## src/rtl/serial_comparator.sv

```systemverilog
// Bit-serial MSB-first magnitude comparator (a > b), signed or unsigned per compare.
// Optional equality output is enabled by defining SERIAL_CMP_EQ_EN.
module serial_comparator #(
   parameter int WIDTH = 8
) (
   input  logic clk,
   input  logic reset_n,
   input  logic start,
   input  logic mode,
   input  logic a_bit,
   input  logic b_bit,
   output logic ready,
   output logic done_tick,
   output logic agtb
`ifdef SERIAL_CMP_EQ_EN
   ,
   output logic aeqb
`endif
);

   localparam int CW = $clog2(WIDTH);

   localparam logic [1:0] IDLE  = 2'd0;
   localparam logic [1:0] SHIFT = 2'd1;
   localparam logic [1:0] DONE  = 2'd2;

   logic [1:0]    r_state;
   logic [CW-1:0] r_count;
   logic          r_decided;
   logic          r_gt;

   logic w_diff;
   logic w_decNext;
   logic w_gtNext;

   assign w_diff    = a_bit ^ b_bit;
   assign w_decNext = r_decided | w_diff;
   assign w_gtNext  = r_decided ? r_gt : (w_diff & a_bit);

   assign ready     = (r_state == IDLE);
   assign done_tick = (r_state == DONE);

   // The MSB is resolved on the start edge itself; in signed mode a differing
   // sign bit means the operand with sign 0 (positive) is the larger one.
   // The mode input only influences that first bit, so it is consumed there.
   always_ff @(posedge clk or negedge reset_n) begin
      if (!reset_n) begin
         r_state   <= IDLE;
         r_count   <= '0;
         r_decided <= 1'b0;
         r_gt      <= 1'b0;
         agtb      <= 1'b0;
`ifdef SERIAL_CMP_EQ_EN
         aeqb      <= 1'b0;
`endif
      end else begin
         case (r_state)
            IDLE: begin
               if (start) begin
                  r_decided <= w_diff;
                  r_gt      <= w_diff & (mode ? b_bit : a_bit);
                  r_count   <= CW'(WIDTH - 2);
                  r_state   <= SHIFT;
               end
            end
            SHIFT: begin
               r_decided <= w_decNext;
               r_gt      <= w_gtNext;
               if (r_count == '0) begin
                  r_state <= DONE;
                  agtb    <= w_gtNext;
`ifdef SERIAL_CMP_EQ_EN
                  aeqb    <= ~w_decNext;
`endif
               end else begin
                  r_count <= r_count - 1'b1;
               end
            end
            DONE: begin
               r_state <= IDLE;
            end
            default: begin
               r_state <= IDLE;
            end
         endcase
      end
   end

endmodule

```

## config.mk

```make
export PLATFORM = sky130hd
export DESIGN_NAME = serial_comparator
export DESIGN_NICKNAME = d
export VERILOG_FILES = /design/src/rtl/serial_comparator.sv
export SDC_FILE = /design/constraint.sdc
export NUM_CORES = 1
export LEC_CHECK = 0
export CORE_AREA = 2 2 39 41
export CTS_CLUSTER_DIAMETER = 60
export CTS_CLUSTER_SIZE = 16
export DETAILED_ROUTE_END_ITERATION = 8
export DIE_AREA = 0 0 41 43
export SETUP_SLACK_MARGIN = 0.1
export SYNTH_ARGS = -nofsm -noshare
export SYNTH_HDL_FRONTEND = slang
export SYNTH_SLANG_ARGS = --single-unit
```

## constraint.sdc

```tcl
create_clock -name clk -period 2 [get_ports clk]
set_input_delay 0.6 -clock clk [delete_from_list [all_inputs] [get_ports clk]]
set_output_delay 0.6 -clock clk [all_outputs]
set_load 0.02 [all_outputs]
```

; Word level (Yosys, flattened, before mapping)
; Cells that the tools add are included.
; Widths: inputs -> output; s select.
[classes]
add_sub_neg = 1
bitwise = 4
reduce_logical = 7
muxes = 12
n_eq_ne = 5
[ops]
columns = cell, count
row1 = $mux 3, 2
row2 = $ne 2x2->1 const B, 3
row3 = $pmux 3 s2, 1
row4 = $reduce_and 2->1, 3
row5 = $mux 1, 4
row6 = $mux 2, 2
row7 = $pmux 1 s2, 2
row8 = $pmux 2 s2, 1
row9 = $logic_not 3->1, 1
row10 = $reduce_and 3->1, 1
row11 = $sub 3x1->3 const B, 1
row12 = $and 1x1->1, 2
row13 = $eq 2x1->1 const B, 1
row14 = $eq 2x2->1 const B, 1
row15 = $logic_not 2->1, 1
row16 = $reduce_bool 2->1, 1
row17 = $or 1x1->1, 1
row18 = $xor 1x1->1, 1
[totals]
input_bits = 6
word_cells = 34
ff_bits = 8
out_inout_bits = 3

; Depth between registers and ports, before layout
[logic_depth]
word_depth = 4
depth_mapped = 5
ltp_nobuf = 5

; Least setup slack after synthesis
; No wires, ideal clock.
[synth_timing]
path_kind = reg-to-output
start = register r_state[0]
end = output done_tick
setup_slack_ps = 572
t_required_ps = 1400
arrival_time_ps = 828
stages_incl_launch_ff = 3
path_buffers = 1
path_cell_list = dfrtp_1 > buf_4 > nor2b_1
[synth_between]
elab_chain_len = 1
[synth_lines]
columns = item, line_no
row1 = from (decl), 27  ; logic [1:0] r_state;
row2 = from (signal assigned), 48  ; r_state <= IDLE;
row3 = from (signal assigned), 63  ; r_state <= SHIFT;
row4 = from (signal assigned), 70  ; r_state <= DONE;
row5 = $eq 2x2->1, 41  ; assign done_tick = (r_state == DONE);
row6 = to (decl), 13  ; output logic done_tick,
; Every way passes these cells.

; Worst setup path after layout
[layout_timing]
start = register agtb
end = output agtb
[layout_rtl]
columns = item, line_no
row1 = from (decl), 14  ; output logic agtb
row2 = from (signal assigned), 71  ; agtb <= w_gtNext;
; No word-level cell between the ends.

==> results.py <==
metrics = {
    "outcome": {
        "status": "completed",
    },
    "synth": {
        "synth_cell_types": 22,
        "synthCells": 44,
        "yosysWarnings": 0,
        "synth_nets": 53,
        "async_flop_share_pct": 100,
        "syn_avg_cell_area_um2": 10.4,
        "syn_area_um2": 457,
        "synth-seq-area-share_pct": 43.8,
        "ys_seq_elements": 8,
        "synth_edf_count": 0,
        "synth_ff_type": "dfrtp_1",
    },
    "detailed_routing": {
        "dr.pass1.iters": 2,
        "wirelength_um": 825,
        "post_drt_via_cell_ratio": 4.87,
        "routedWlPerCell_um": 11.6,
        "ant_nets": 0,
        "vias": 346,
        "drcViolationCount": 0,
        "drtIter0Drc": 4,
    },
    "setup_path": {
        "cp.arrival_ns": 1.19,
        "worst-setup-path-type": "flip-flop to output pin",
        "cp-end-kind": "output pin",
        "r2r-start": "r_count[0]",
        "slowest_stage": "clkdlybuf4s50_1",
        "crit_family": "buffers and inverters",
        "startpoint": "agtb",
        "worst_path_largest_cell_delay_ns": 0.60,
        "required_ns": 1.40,
        "path_max_fanout": 2,
        "crit_path_cell_trace": "clkdlybuf4s50_1",
        "cp.buffers_inverters": 1,
        "critPathLaunchType": "flip-flop",
    },
    "final_layout": {
        "syn2layout_area_growth_pct": 26.8,
        "nFillCells": 142,
        "seq_area_um2": 200,
        "multi_input_comb_area_um2": 229,
        "layout.nets": 66,
        "antenna_cells": 0,
        "final_area_um2": 579,
        "drive_gt1_share_pct": 12.7,
    },
    "clock_tree": {
        "htree_levels": 1,
        "clk_pin_slew_worst_paths_ns": 0.05,
        "cts_tree": "yes",
        "clock-root-buffer": "clkbuf_4",
        "clock_sink_count": 8,
        "numCtsBuffers": 3,
        "cts_hold_buf": 0,
        "insertion_delay_ns": 0.25,
        "clock_tree.buffer_depth": 2,
    },
    "timing": {
        "finalMaxSlewViolations": 0,
        "whs_ns": 0.511,
        "finalSetupTns_ns": 0,
        "fmax_mhz": 559,
        "rsz0062_at_grt": "no",
        "min_period_ns": 1.79,
        "setup_viol_count_final": 0,
        "max_slew.worst_pin.slew_ns": 0.401,
        "post-route-period-util_pct": 89.4,
        "relSlewSlack_pct": 73.2,
        "fin_skew_ns": 0.00343,
        "hold_viol": 0,
    },
    "hold_path": {
        "holdCritPathClass": "flip-flop to flip-flop",
        "holdCritStartpoint": "r_gt",
    },
    "floorplan": {
        "die_y_um": 43,
        "start_util_pct": 33.0,
        "dieArea_um2": 1760,
        "die_w_um": 41,
        "fp-row-count": 14,
        "coreArea_um2": 1380,
        "io_pins": 9,
    },
    "power": {
        "vdd_drop_max_mv": 0.505,
        "p_clk_share_pct": 15.1,
        "power.total_uw": 806,
        "seq_power_share_pct": 35.1,
        "internal-power_uw": 504,
        "p_sw_uw": 303,
        "p_per_area_nw_per_um2": 1390,
        "combinationalPowerShare_pct": 49.8,
        "power.leakage_nw": 0.272,
        "p_sw_share_pct": 37.5,
    },
    "global_route": {
        "antenna_found_initial": 0,
        "grt_pass1_wl_um": 1350,
        "grt_remaining_overflow": 0,
        "track_usage_pct": 12.5,
        "grt_max_degree": 10,
        "grt_pass1_vias": 324,
    },
    "place": {
        "dp_hpwl_um": 611,
        "port_buffers": 8,
        "place_congestion": 0.727,
        "postPlaceCellArea_um2": 559,
    },
    "flow_run": {
        "drv_cap": 0,
    },
}
==> cell usage in the layout, fill, tap and decap left out <==
| master | count |
|---|---|
| dlygate4sd2_1 | 2 |
| a22oi_1 | 2 |
| ha_1 | 3 |
| o31a_2 | 1 |
| nand3b_1 | 1 |
| mux2i_1 | 2 |
| nand2_1 | 3 |
| a21oi_1 | 1 |
| a221o_1 | 1 |
| dfrtp_1 | 8 |
| nor4_1 | 1 |
| a31oi_1 | 1 |
| clkdlybuf4s50_1 | 6 |
| inv_1 | 4 |
| o21ai_0 | 2 |
| nor2b_1 | 2 |
| o21ai_1 | 2 |
| buf_4 | 2 |
| clkbuf_4 | 3 |
| o21bai_4 | 1 |
| or4b_1 | 1 |
| nor2_1 | 2 |
| nand2b_1 | 3 |
| and4bb_1 | 1 |
==> kinds of logic (layout without fill, tap and decap cells) <==
family                   Yosys count  in the layout  share of synthesized area (%)
flip-flops                         8              8                           43.8
AND/OR/NAND/NOR                   14             14                           18.9
buffers and inverters              6             17                           6.03
adder cells (fa/ha/maj)            3              3                           8.22
multiplexers                       2              2                           4.38
AO/OA/AOI/OAI                     11             11                           18.6
==> per-layer routing <==
layer,GRT usage [%],up-vias,part of all wire [%]
met5,0,-,0
met1,14.9,157,47
met3,7.85,0,4.2
li1,-,181,-
met2,15.9,8,48
met4,8.00,0,0
==> area by class of cell <==
class	count	share of cell area [%]
inverters	4	2.59
flip-flops and latches	8	34.6
clock buffers	3	3.89
well taps	16	3.46
repair buffers	10	16.0
multi-input cells	30	39.5
==> through the flow <==
stage	cells	util, %	setup slack (ns)
floorplan	44	-	0.572
global placement	68	40.4	0.109
detailed placement	68	40.4	0.126
CTS	71	41.9	0.193
global route	71	41.9	0.143
finish	71	41.9	0.212
==> power groups by stage <==
stage	registers, mW	clock network (mW)	logic [mW]
2_1_floorplan	0.283	0	0.294
3_3_place_gp	0.283	0	0.408
3_5_place_dp	0.286	0	0.409
4_1_cts	0.284	0.128	0.410
5_1_grt	0.298	0.139	0.450
6_report	0.283	0.122	0.402
==> cell usage after synthesis (2+ instances only) <==
cell type	number	area [um^2]
inv_1	4	15.0
o21ai_1	2	10.0
a22oi_1	2	15.0
nand2b_1	3	18.8
nor2_1	2	7.51
nand2_1	3	11.3
nor2b_1	2	12.5
ha_1	3	37.5
mux2i_1	2	20.0
dfrtp_1	8	200
o21ai_0	2	10.0
==> state kept, by name (all words and copies together), names as in the netlist <==
| signal | cells |
|---|---|
| r_count | 3 |
| r_state | 2 |
| agtb | 1 |
| r_decided | 1 |
| r_gt | 1 |
==> repair_timing <==
action | 4_1_cts | 5_1_grt
gates resized for setup | 2 | 0
buffers inserted | 0 | 0
setup endpoints to repair | 2 | 0
==> path summary, 6_finish.rpt <==
path,endpoint,slack [ns],cells after the start
max,agtb,0.21,1
min,r_gt,0.51,1
max reg2reg,r_count[0],0.59,5
min reg2reg,r_gt,0.51,1
max in group asynchronous,r_count[1],1.07,1
min in group asynchronous,r_gt,0.64,1
Power figures use the tool's default switching activity.
